### src/rtl/ahblite_key_ctrl_pkg.sv
// Shared definitions for the AHB-lite key controller: register offsets and CTRL layout.
package key_pkg;

    // Word offsets decoded from HADDR[4:2]
    localparam logic [2:0] KEY_DATA  = 3'd0;
    localparam logic [2:0] KEY_RAW   = 3'd1;
    localparam logic [2:0] KEY_STAT  = 3'd2;
    localparam logic [2:0] KEY_IRQEN = 3'd3;
    localparam logic [2:0] KEY_CTRL  = 3'd4;

    // CTRL bit positions
    localparam int CTRL_INVERT_BIT      = 0;
    localparam int CTRL_RELEASE_EVT_BIT = 1;

    // CTRL register image; first member is the MSB so invert lands on bit 0
    typedef struct packed {
        logic release_evt;
        logic invert;
    } ctrl_t;

endpackage

### src/rtl/ahblite_key_ctrl_if.sv
// AHB-lite bus bundle between a master (bench or interconnect) and the key controller slave.
interface ahblite_key_ctrl_if;
    logic        HSEL;
    logic [1:0]  HTRANS;
    logic [2:0]  HSIZE;
    logic [3:0]  HPROT;
    logic        HWRITE;
    logic [31:0] HADDR;
    logic [31:0] HWDATA;
    logic        HREADY;
    logic        HREADYOUT;
    logic        HRESP;
    logic [31:0] HRDATA;

    modport master (
        output HSEL, HTRANS, HSIZE, HPROT, HWRITE, HADDR, HWDATA, HREADY,
        input  HREADYOUT, HRESP, HRDATA
    );

    modport slave (
        input  HSEL, HTRANS, HSIZE, HPROT, HWRITE, HADDR, HWDATA, HREADY,
        output HREADYOUT, HRESP, HRDATA
    );
endinterface

### src/rtl/ahblite_key_ctrl_debounce.sv
// One key channel: 2-flop synchroniser, polarity correction, debounce counter and
// accepted-edge pulses. The pulses are combinational and coincide with the edge that
// updates the stable level.
module key_debounce #(
    parameter int DEB_CYCLES = 500000
) (
    input  logic clk,
    input  logic rst_n,
    input  logic key_raw,
    input  logic invert,
    output logic sync,
    output logic stable,
    output logic rise,
    output logic fall
);
    localparam int CW = (DEB_CYCLES > 2) ? $clog2(DEB_CYCLES) : 1;
    localparam logic [CW-1:0] CNT_MAX = CW'(DEB_CYCLES - 1);

    logic          meta_q, meta_d;
    logic          sync2_q, sync2_d;
    logic          stable_q, stable_d;
    logic [CW-1:0] cnt_q, cnt_d;
    // Synchroniser flops reset to 0, so their output is not meaningful until two
    // edges after reset; counting is held off until then to avoid a false accept
    // when invert=1 and the pins idle high.
    logic [1:0]    warm_q, warm_d;
    logic          accept;

    // Next-state: synchroniser shift, debounce counter, stable level update
    always_comb begin
        meta_d   = key_raw;
        sync2_d  = meta_q;
        warm_d   = {warm_q[0], 1'b1};
        sync     = sync2_q ^ invert;
        accept   = 1'b0;
        stable_d = stable_q;
        cnt_d    = '0;
        if (warm_q[1] && (sync != stable_q)) begin
            if (cnt_q == CNT_MAX) begin
                accept   = 1'b1;
                stable_d = sync;
            end else begin
                cnt_d = cnt_q + CW'(1);
            end
        end
        rise   = accept & sync;
        fall   = accept & ~sync;
        stable = stable_q;
    end

    // State registers with synchronous active-low reset
    always_ff @(posedge clk) begin
        if (!rst_n) begin
            meta_q   <= 1'b0;
            sync2_q  <= 1'b0;
            warm_q   <= '0;
            stable_q <= 1'b0;
            cnt_q    <= '0;
        end else begin
            meta_q   <= meta_d;
            sync2_q  <= sync2_d;
            warm_q   <= warm_d;
            stable_q <= stable_d;
            cnt_q    <= cnt_d;
        end
    end
endmodule

### src/rtl/ahblite_key_ctrl.sv
// AHB-lite key controller: address decode, register file, press/release event flags
// and the level interrupt. Per-key debouncing lives in key_debounce.
module ahblite_key_ctrl
    import key_pkg::*;
#(
    parameter int NKEY        = 4,
    parameter int DEB_CYCLES  = 500000,
    parameter int ACT_LOW_DEF = 1
) (
    input  logic                HCLK,
    input  logic                HRESETn,
    ahblite_key_ctrl_if.slave   bus,
    input  logic [NKEY-1:0]     key_data,
    output logic                key_irq
);
    logic [NKEY-1:0] sync_vec, stable_vec, rise_vec, fall_vec, evt_vec;

    logic            ph_write_q, ph_write_d;
    logic            ph_read_q, ph_read_d;
    logic [2:0]      ph_addr_q, ph_addr_d;
    logic [NKEY-1:0] stat_q, stat_d;
    logic [NKEY-1:0] irqen_q, irqen_d;
    ctrl_t           ctrl_q, ctrl_d;
    logic            irq_q, irq_d;
    logic            addr_accept;

    // Bus bits this slave does not decode
    logic unused_bus;
    assign unused_bus = ^{bus.HSIZE, bus.HPROT, bus.HTRANS[0], bus.HADDR[31:5],
                          bus.HADDR[1:0], bus.HWDATA};

    for (genvar i = 0; i < NKEY; i++) begin : g_key
        key_debounce #(.DEB_CYCLES(DEB_CYCLES)) u_deb (
            .clk     (HCLK),
            .rst_n   (HRESETn),
            .key_raw (key_data[i]),
            .invert  (ctrl_q.invert),
            .sync    (sync_vec[i]),
            .stable  (stable_vec[i]),
            .rise    (rise_vec[i]),
            .fall    (fall_vec[i])
        );
    end

    assign bus.HREADYOUT = 1'b1;
    assign bus.HRESP     = 1'b0;
    assign key_irq       = irq_q;

    // Next-state: address-phase capture, register writes, event flags, interrupt
    always_comb begin
        addr_accept = bus.HSEL & bus.HTRANS[1] & bus.HREADY;
        ph_write_d  = addr_accept & bus.HWRITE;
        ph_read_d   = addr_accept & ~bus.HWRITE;
        ph_addr_d   = addr_accept ? bus.HADDR[4:2] : 3'd0;

        evt_vec = rise_vec | (fall_vec & {NKEY{ctrl_q.release_evt}});

        irqen_d = irqen_q;
        ctrl_d  = ctrl_q;
        stat_d  = stat_q;
        if (ph_write_q) begin
            case (ph_addr_q)
                KEY_STAT:  stat_d  = stat_q & ~bus.HWDATA[NKEY-1:0];
                KEY_IRQEN: irqen_d = bus.HWDATA[NKEY-1:0];
                KEY_CTRL:  ctrl_d  = ctrl_t'(bus.HWDATA[1:0]);
                default: ;
            endcase
        end
        // A new event overrides a simultaneous write-1-to-clear
        stat_d = stat_d | evt_vec;

        irq_d = |(stat_q & irqen_q);
    end

    // Read mux: driven only during the data phase of a read transfer
    always_comb begin
        bus.HRDATA = 32'h0;
        if (ph_read_q) begin
            case (ph_addr_q)
                KEY_DATA:  bus.HRDATA = 32'(stable_vec);
                KEY_RAW:   bus.HRDATA = 32'(sync_vec);
                KEY_STAT:  bus.HRDATA = 32'(stat_q);
                KEY_IRQEN: bus.HRDATA = 32'(irqen_q);
                KEY_CTRL:  bus.HRDATA = 32'(ctrl_q);
                default:   bus.HRDATA = 32'h0;
            endcase
        end
    end

    // Register file and bus pipeline with synchronous active-low reset
    always_ff @(posedge HCLK) begin
        if (!HRESETn) begin
            ph_write_q         <= 1'b0;
            ph_read_q          <= 1'b0;
            ph_addr_q          <= 3'd0;
            stat_q             <= '0;
            irqen_q            <= '0;
            ctrl_q.invert      <= (ACT_LOW_DEF != 0);
            ctrl_q.release_evt <= 1'b0;
            irq_q              <= 1'b0;
        end else begin
            ph_write_q <= ph_write_d;
            ph_read_q  <= ph_read_d;
            ph_addr_q  <= ph_addr_d;
            stat_q     <= stat_d;
            irqen_q    <= irqen_d;
            ctrl_q     <= ctrl_d;
            irq_q      <= irq_d;
        end
    end
endmodule

### src/flat_wrapper.sv
// flat-port wrapper written by rule: the top's interface ports become plain ports
module ahblite_key_ctrl_flat import key_pkg::*;
#(
    parameter int NKEY        = 4,
    parameter int DEB_CYCLES  = 500000,
    parameter int ACT_LOW_DEF = 1
)
  (HCLK, HRESETn, key_data, key_irq, bus_HSEL, bus_HTRANS, bus_HSIZE, bus_HPROT, bus_HWRITE, bus_HADDR, bus_HWDATA, bus_HREADY, bus_HREADYOUT, bus_HRESP, bus_HRDATA);
  ahblite_key_ctrl_if bus_i ();
  input  logic HCLK;
  input  logic HRESETn;
  input  logic [NKEY-1:0] key_data;
  output logic key_irq;
  input wire logic [$bits(bus_i.HSEL)-1:0] bus_HSEL;
  input wire logic [$bits(bus_i.HTRANS)-1:0] bus_HTRANS;
  input wire logic [$bits(bus_i.HSIZE)-1:0] bus_HSIZE;
  input wire logic [$bits(bus_i.HPROT)-1:0] bus_HPROT;
  input wire logic [$bits(bus_i.HWRITE)-1:0] bus_HWRITE;
  input wire logic [$bits(bus_i.HADDR)-1:0] bus_HADDR;
  input wire logic [$bits(bus_i.HWDATA)-1:0] bus_HWDATA;
  input wire logic [$bits(bus_i.HREADY)-1:0] bus_HREADY;
  output wire logic [$bits(bus_i.HREADYOUT)-1:0] bus_HREADYOUT;
  output wire logic [$bits(bus_i.HRESP)-1:0] bus_HRESP;
  output wire logic [$bits(bus_i.HRDATA)-1:0] bus_HRDATA;
  assign bus_i.HSEL = bus_HSEL;
  assign bus_i.HTRANS = bus_HTRANS;
  assign bus_i.HSIZE = bus_HSIZE;
  assign bus_i.HPROT = bus_HPROT;
  assign bus_i.HWRITE = bus_HWRITE;
  assign bus_i.HADDR = bus_HADDR;
  assign bus_i.HWDATA = bus_HWDATA;
  assign bus_i.HREADY = bus_HREADY;
  assign bus_HREADYOUT = bus_i.HREADYOUT;
  assign bus_HRESP = bus_i.HRESP;
  assign bus_HRDATA = bus_i.HRDATA;
  ahblite_key_ctrl #(.NKEY(NKEY), .DEB_CYCLES(DEB_CYCLES), .ACT_LOW_DEF(ACT_LOW_DEF)) u_core (.HCLK(HCLK), .HRESETn(HRESETn), .bus(bus_i), .key_data(key_data), .key_irq(key_irq));
endmodule
### config.mk
export PLATFORM = sky130hd
export DESIGN_NAME = ahblite_key_ctrl_flat
export DESIGN_NICKNAME = d
export VERILOG_FILES = /design/src/rtl/ahblite_key_ctrl_pkg.sv /design/src/rtl/ahblite_key_ctrl_if.sv /design/src/rtl/ahblite_key_ctrl_debounce.sv /design/src/rtl/ahblite_key_ctrl.sv /design/src/flat_wrapper.sv
export SDC_FILE = /design/constraint.sdc
export NUM_CORES = 1
export LEC_CHECK = 0
export CAP_MARGIN = 10
export CORE_ASPECT_RATIO = 1.5
export CORE_UTILIZATION = 46
export DETAILED_ROUTE_END_ITERATION = 8
export GPL_ROUTABILITY_DRIVEN = 0
export PLACE_DENSITY = 0.78
export SETUP_SLACK_MARGIN = 0.05
export SLEW_MARGIN = 20
export SYNTH_ARGS = -nofsm -noshare
export SYNTH_HDL_FRONTEND = slang
export SYNTH_HIERARCHICAL = 1
export SYNTH_SLANG_ARGS = --single-unit
### constraint.sdc
create_clock -name HCLK -period 2 [get_ports HCLK]
set_input_delay 0.4 -clock HCLK [delete_from_list [all_inputs] [get_ports HCLK]]
set_output_delay 0.4 -clock HCLK [all_outputs]
set_load 0.05 [all_outputs]
Word-level counts from Yosys, hierarchy flattened

Cells that the tools add are included.

Latch bits: 0
Input bits: 82
Bits in writable memories: 0
Memories: 0
ROM bits: 0
Logic and storage cells: 113
Output and inout bits: 35
Bits in registers: 112

Multiplexer cells: 16
Bitwise gates (word level): 32
$lt $le $gt $ge: 0
$add $sub $neg: 4
Equal/unequal tests: 12
Divide/modulo/power cells: 0
Shifts and indexed selects: 0
Reduce and logical (&&, ||, !) cells: 17
Multipliers: 0

Operator list:

| cell                                                 | number |
|---|---|
| adder 19 x 1 -> 19 bit (second input constant)       | 4 |
| equality test 19 bit (second input constant)         | 4 |
| two-way mux 32 bit                                   | 1 |
| case mux 4 bit (5 select lines)                      | 1 |
| AND reduction 2 bit                                  | 7 |
| AND 1 bit                                            | 12 |
| AND 4 bit                                            | 3 |
| two-way mux 1 bit                                    | 12 |
| OR reduction 3 bit                                   | 4 |
| NOT 1 bit                                            | 10 |
| two-way mux 4 bit                                    | 2 |
| bitwise OR 4 bit                                     | 2 |
| equality test 3 x 2 -> 1 bit (second input constant) | 2 |
| logical AND 1 bit                                    | 4 |
| != test 1 bit                                        | 4 |
| NOT 4 bit                                            | 1 |
| OR reduction 4 bit                                   | 1 |
| XOR 1 bit                                            | 4 |
| equality test 3 x 1 -> 1 bit (second input constant) | 1 |
| equality test 3 bit (second input constant)          | 1 |
| logical NOT 3 bit                                    | 1 |

Logic depth before layout (Yosys ltp)

Gate-level depths: netlist of the first run.

Depth in word-level cells: 8
Mapped depth: 7
Mapped depth without buffers: 7

Cells and area by module

Netlist of the first run, hierarchy kept.

By module, submodules not included:

| module           | instances | area each (um2) | cells an instance |
|---|---|---|---|
| key_debounce     | 4         | 1079.8          | 118 |
| ahblite_key_ctrl | 1         | 1054.8          | 109 |

Worst setup path before layout of the first run

Ideal clock, no wire load.

Path type: register -> output
Start point: reg, netlist name u_core/ctrl_q[0]
End point: out bus_HRDATA[2]
Setup slack: 0.029 ns
Stages on the path, launching flop included: 5
Path buffers: 0
Arrival: 1.571 ns
Cell sequence: dfxtp_1 xnor2_1 inv_1 mux4_1 and3b_1

Longest elaborated chain between the ends: 3

RTL lines:

| what                            | line                            | source |
|---|---|---|
| XOR 1 bit                       | ahblite_key_ctrl_debounce.sv:34 | `sync = sync2_q ^ invert;` |
| named net u_core.sync_vec[2]    | ahblite_key_ctrl.sv:16          | `logic [NKEY-1:0] sync_vec, stable_vec, rise_vec, fall_vec, evt_vec;` |
| case mux 4 bit (5 select lines) | ahblite_key_ctrl.sv:79          | `case (ph_addr_q)` |
| two-way mux 32 bit              | ahblite_key_ctrl.sv:78          | `if (ph_read_q) begin` |
| to (decl)                       | flat_wrapper.sv:24              | `output wire logic [$bits(bus_i.HRDATA)-1:0] bus_HRDATA;` |

The timed path passes the listed nets, and every way through them passes these cells.

Worst setup path after layout of the first run

Start point: reg, netlist name u_core/ctrl_q[0]
End point: out bus_HRDATA[0]

Longest elaborated chain between the ends: 3

RTL lines:

| what                            | line |
|---|---|
| XOR 1 bit                       | ahblite_key_ctrl_debounce.sv:34 |
| named net u_core.sync_vec[0]    | ahblite_key_ctrl.sv:16 |
| case mux 4 bit (5 select lines) | ahblite_key_ctrl.sv:79 |
| two-way mux 32 bit              | ahblite_key_ctrl.sv:78 |

The timed path passes the listed nets, and every way through them passes these cells.

==> results.md, run 1 <==
* Failing checks: negative setup slack
* Synthesized area per cell at 9.25 sq um
* CP max-delay cell: dfxtp_4
* Gr usage total at 18.1%
* Post-synth EDFFs at 0
* Setup WS post-layout at -0.226 ns
* Seq/Total Area, Yosys at 41.7%
* Total grt overflow at 0
* Netlist cell types at 48
* WL final at 10.8 mm
* Number of global-route vias before repair at 4,106
* Worst r2r src: u_core/g_key[0].u_deb/cnt_q[0]
* Global-route wire length before repair at 17.9 mm
* Peak VDD IR at 347 uV
* Share of cells above drive strength 1 at 18.4%
* Clock transition at the registers of the reported paths at 0.07 ns
* CORE AREA at 11,500 sq um
* Final Util at 55.3%
* Synthesis-stage register bit count at 112
* Endpoints failing setup at 4
* # rows at 48
* H-tree levels at 3
* Post-route DRC at 0
* Via density at 5.36
* Post-synth ARST share at 0%
* CTS tree: built
* # diodes at 0
* Routed wire per std cell at 13.8 microns
* Worst-Skew Late Latency at 0.35 ns
* DR vias at 4,179
* CP max FO at 3
* Worst Setup End Kind: primary output
* HP Start: u_core/g_key[0].u_deb/meta_q
* Routed Antenna Nets at 0
* Max_cap viols at 0
* Syn Inst Count at 581
* Clk root buf: clkbuf_16
* Hold path cells at 1
* Final TNS setup at -0.853 ns
* Reg2reg setup slack at 0.02 ns
* Hold-fix buffers at CTS at 0
* Initial antenna violation count at 0
* RSZ-0062 raised after global routing: true
* Max Root-Sink Buffers at 2
* Ports at 117
* Buffers and inverters on the worst path at 4
* Final hold violations at 0
* Arrival @ worst endpoint at 1.83 ns
* Reg2Reg Depth at 7
* Post-Synthesis Cell Area at 5370 sq um
* Worst r2r dst: u_core/stat_q[0]
* Max Freq at 449 MHz
* DP HPWL at 7.47 mm
* P&R area growth vs syn at 18.0%
* Worst Skew at 0.00917 ns
* Hold EP: u_core/g_key[0].u_deb/sync2_q
* Status: finished, violations left
* Overall power at 0.00450 W
* Pwr dens at 710 nW/um^2
* Critical-path cell list: buf_8 -> buf_12 -> xnor2_4 -> inv_2 -> nor4bb_1 -> o311a_1 -> buf_6
* IO Port Bufs at 21
* Final worst path period need at 2.23 ns
* Hold Path Class: flop to flop
* Final #Nets at 711
* WP data required at 1.60 ns
* Final period utilization at 111%
* Hold Slack at 0.435 ns
* Initial Util at 46.8%
* CTS Sinks at 112
* Drt first pass iters at 5
* Setup CP Type: flop to primary output
* Startpoint Class: flop
* Drt first-iter violations at 111
* Chip height at 134 microns
* Die area at 12,100 sq um
* Die width at 90.3 microns
* CP Launch Point: u_core/ctrl_q[0]
* CTS Buf Count at 9
* CP top delay family: buffers and inverters
* CP peak stage delay at 0.38 ns
* Yosys warning count at 6
* Pins Over Slew Limit at 0
* Top_reg_cell synth: dfxtp_1
* Largest net degree at the start of global routing at 37
* Leakage at 2.20 nW
==> through the flow <==
step                      instance area (sq um)  setup slack (ns)  cells
after detailed placement                   5780            0.0328    756
after global placement                     5780            0.0379    756
after floorplan                            5480            0.0630    609
after global routing                       6340            -0.272    780
after CTS                                  6210            -0.175    775
final                                      6340            -0.226    780
==> worst max path at each step <==
stage | to | slack [ns] | cells after the start
after floorplan | bus_HRDATA[2] | 0.06 | 4
after global placement | bus_HRDATA[1] | 0.04 | 6
after detailed placement | bus_HRDATA[1] | 0.03 | 6
after CTS | bus_HRDATA[3] | -0.17 | 5
after global routing | bus_HRDATA[1] | -0.27 | 6
final | bus_HRDATA[0] | -0.23 | 7
==> kinds of logic (layout without fill, tap and decap cells) <==
family / after synthesis / after routing / synth area share (%)
compound gates: 72 / 72 / 9.41
buf+inv: 68 / 89 / 7.78
fa+ha+maj: 4 / 4 / 0.931
xor+xnor: 56 / 56 / 9.13
other cells: 2 / 30 / 0.140
mux: 9 / 9 / 2.28
simple gates: 258 / 258 / 28.6
flops: 112 / 112 / 41.7
==> where the power goes <==
part / internal, W / switching (W) / total (W)
registers: 0.00225 / 0.0000147 / 0.00226
clock network: 0.00114 / 0.000829 / 0.00197
logic: 0.0000867 / 0.000189 / 0.000275
total: 0.00347 / 0.00103 / 0.00450
==> area by class of cell <==
cell class / instances / area (sq um)
clock buffer: 10 / 239
fill: 1003 / 5130
tap: 150 / 188
inverter: 18 / 67.6
clock inverter: 6 / 92.6
multi-input combinational: 429 / 2950
timing repair buffer: 55 / 561
sequential: 112 / 2250
==> sequential cells by signal, indices dropped and copies added (netlist names) <==
name	count
u_core/ph_write_q	1
u_core/g_key.u_deb/stable	4
u_core/ph_addr_q	3
u_core/g_key.u_deb/warm_q	8
u_core/g_key.u_deb/meta_q	4
u_core/ctrl_q	2
u_core/g_key.u_deb/sync2_q	4
u_core/key_irq	1
u_core/stat_q	4
u_core/ph_read_q	1
u_core/g_key.u_deb/cnt_q	76
u_core/irqen_q	4
==> layout by cell type (no fill, tap or decap), types with 8 or more instances in the layout <==
| cell type | synthesis | routed |
|---|---|---|
| a21oi_1 | 16 | 16 |
| a21oi_2 | 8 | 8 |
| and2_1 | 16 | 16 |
| buf_4 | 38 | 27 |
| clkbuf_16 | 0 | 9 |
| clkdlybuf4s50_1 | 0 | 17 |
| conb_1 | 2 | 30 |
| dfxtp_1 | 112 | 108 |
| inv_1 | 18 | 15 |
| nand2_1 | 37 | 37 |
| nand3_1 | 32 | 30 |
| nand4_1 | 12 | 12 |
| nor2_1 | 64 | 64 |
| nor3_1 | 18 | 16 |
| nor4_1 | 12 | 12 |
| o21ai_0 | 10 | 10 |
| o31ai_1 | 12 | 12 |
| or3_1 | 12 | 12 |
| or4_4 | 8 | 8 |
| xnor2_1 | 32 | 28 |
| xor2_1 | 24 | 24 |
==> layer usage <==
layer | share of wire (%) | track usage, %
met4 | 2.6 | 8.60
met2 | 55 | 35.6
met3 | 2.8 | 2.83
met1 | 40 | 18.3
met5 | 0 | 0
==> repair_timing <==
action | CTS | global route
resized for setup | 19 | 18
setup buffers | 3 | 5
endpoints found under the setup margin | 4 | 8
pin swaps | 9 | 9
==> synthesized netlist by cell type (all sizes together), types with 16 or more instances <==
library cell / n / share of area [%]
a21oi: 24 / 2.8
nand3: 36 / 4.3
and2: 16 / 1.9
nor2: 64 / 4.5
nor4: 16 / 2.3
xnor2: 32 / 5.2
nand4: 16 / 2.3
buf: 49 / 6.4
nand2: 37 / 2.6
inv: 18 / 1.3
nor3: 18 / 1.7
dfxtp: 112 / 42
xor2: 24 / 3.9
Note: power is estimated with default switching activity, not from simulation.
==> inputs of run 2 (changes only) <==
==> constraint.sdc (replaced) <==
create_clock -name HCLK -period 2 [get_ports HCLK]
set_input_delay 0.3 -clock HCLK [delete_from_list [all_inputs] [get_ports HCLK]]
set_output_delay 0.3 -clock HCLK [all_outputs]
set_load 0.05 [all_outputs]
==> run 2 against run 1 <==
  * The run still ends with negative setup slack left
  * Register-to-register slack improved by 0.08 ns
  * Count of clock-buffer cells in the layout up 2
  * Critical path depth down 1
  * First-iteration DRC count grew 35%
  * Sequential power hardly changed
  * Critical endpoint unchanged
  * Largest power group unchanged
  * Highest routed layer unchanged
==> results.md, run 2 (synthesis gave the netlist of run 1 again) <==
* Final #Nets at 708
* Global-route wire length before repair at 18.3 mm
* Status: finished, violations left
* WL final at 10.8 mm
* Worst Skew at 0.00603 ns
* Drt first pass iters at 7
* CORE AREA at 11,500 sq um
* Chip height at 134 microns
* Max Root-Sink Buffers at 2
* Worst Setup End Kind: primary output
* CTS Sinks at 112
* # rows at 48
* Arrival @ worst endpoint at 1.78 ns
* Hold Path Class: flop to flop
* Endpoints failing setup at 4
* Clock power frac at 40.6%
* Worst slew margin at 66.9%
* Biggest register: u_core/g_key.u_deb/cnt_q
* Gr usage total at 18.4%
* Final worst path period need at 2.08 ns
* H-tree levels at 3
* Worst-Skew Late Latency at 0.35 ns
* Largest net degree at the start of global routing at 37
* Peak VDD IR at 360 uV
* Post-route DRC at 0
* P&R area growth vs syn at 17.8%
* Top Registers: u_core/g_key.u_deb/cnt_q x76, u_core/g_key.u_deb/warm_q x8
* Final period utilization at 104%
* Die width at 90.3 microns
* # diodes at 0
* CTS tree: built
* Routed wl met2 at 5.78 mm
* Startpoint Class: flop
* Routed Antenna Nets at 0
* Pins Over Slew Limit at 0
* Sequential share of power at 53.0%
* Overall power at 0.00428 W
* RSZ-0062 raised after global routing: true
* CP max FO at 3
* Setup CP Type: flop to primary output
* Internal at 0.00328 W
* CTS Buf Count at 9
* Drt first-iter violations at 150
* Sw power at 0.000996 W
* Leakage at 2.18 nW
* IO Port Bufs at 21
* Met3 wire len at 281 microns
* Most common cell after layout, fill and taps aside: dfxtp_1
* Most frequent cells in the layout: dfxtp_1 (105), nor2_1 (64), nand2_1 (37)
* Total grt overflow at 0
* DR vias at 4,175
* DP HPWL at 7.50 mm
* Initial antenna violation count at 0
* Die area at 12,100 sq um
* Clk root buf: clkbuf_16
* Pwr dens at 676 nW/um^2
* Final Util at 55.2%
* Ports at 117
* M1 WL at 4.43 mm
* Setup WS post-layout at -0.0804 ns
* Clock transition at the registers of the reported paths at 0.07 ns
* Routed wire per std cell at 13.9 microns
* Number of global-route vias before repair at 4,133
* Highest metal used: met4
* Max_cap viols at 0
* Initial Util at 46.8%
* Gate power share at 6.4%
* Failing checks: negative setup slack
* Final TNS setup at -0.255 ns
* Max reg flops at 76
* Via density at 5.37
* Share of cells above drive strength 1 at 20.1%
* Final hold violations at 0
* Sw Share at 23.3%
* Worst-Margin Slew at 0.496 ns
* WP data required at 1.70 ns
* Max Freq at 481 MHz
[run 2: changes by cell type in the layout (fill, tap and decap cells not counted), sizes merged]
cell      before  now
clkinv         2    1
buf           38   35
clkbuf        10   12
bufinv         2    0
clkinvlp       2    3
[run 2: what timing repair did]
item / CTS / global route
endpoints found under the setup margin: 7 / 8
setup buffers: 2 / 3
resized for setup: 20 / 31
hold buffers: 0 / 0
pin swaps: 9 / 6
[run 2: cell type report]
| class | count | area, sq um |
|---|---|---|
| Sequential cell | 112 | 2260 |
| Fill cell | 1001 | 5140 |
| Multi-Input combinational cell | 429 | 3010 |
| Timing Repair Buffer | 52 | 514 |
| Tap cell | 150 | 188 |
| Inverter | 18 | 67.6 |
| Clock inverter | 4 | 27.5 |
| Clock buffer | 12 | 267 |
[run 2: per-stage QoR]
| stage | hold slack (ns) | instance area (sq um) | instances | setup WS (ns) |
|---|---|---|---|---|
| after detailed placement | 0.420 | 5770 | 756 | 0.0817 |
| final | 0.433 | 6330 | 777 | -0.0804 |
| after global routing | 0.447 | 6330 | 777 | -0.134 |
| after CTS | 0.436 | 6180 | 774 | -0.0636 |
| after floorplan | 0.328 | 5480 | 609 | 0.0682 |
| after global placement | 0.414 | 5770 | 756 | 0.132 |
[run 2: worst paths after layout]
kind,from,end,slack (ns),cells after the start
worst min-delay path,u_core/g_key[1].u_deb/warm_q[0],u_core/g_key[1].u_deb/warm_q[1],0.43,1
worst max-delay path,u_core/ctrl_q[0],bus_HRDATA[0],-0.08,6
worst min register to register,u_core/g_key[1].u_deb/warm_q[0],u_core/g_key[1].u_deb/warm_q[1],0.43,1
worst max register to register,u_core/g_key[2].u_deb/cnt_q[1],u_core/stat_q[2],0.10,7
[run 2: power by group through the flow]
stage                     clock network, W  registers [W]  logic, W
after floorplan                          0        0.00231  0.000234
after global placement                   0        0.00231  0.000259
after detailed placement                 0        0.00231  0.000262
after CTS                          0.00178        0.00226  0.000270
after global routing               0.00188        0.00227  0.000290
final                              0.00174        0.00226  0.000274
[run 2: per-layer routing]
| layer | up-vias | track usage [%] |
|---|---|---|
| li1 | 2070 | - |
| met1 | 1993 | 19.7 |
| met4 | 0 | 9.14 |
| met2 | 87 | 34.5 |
| met3 | 25 | 3.12 |
| met5 | - | 0 |
[run 2: worst max-delay path: stages (launching register included)]
cell      delay [ns]
dfxtp_4         0.37
buf_8           0.14
xnor2_4         0.15
inv_2           0.06
nor4bb_4        0.15
o311a_1         0.39
buf_12          0.16
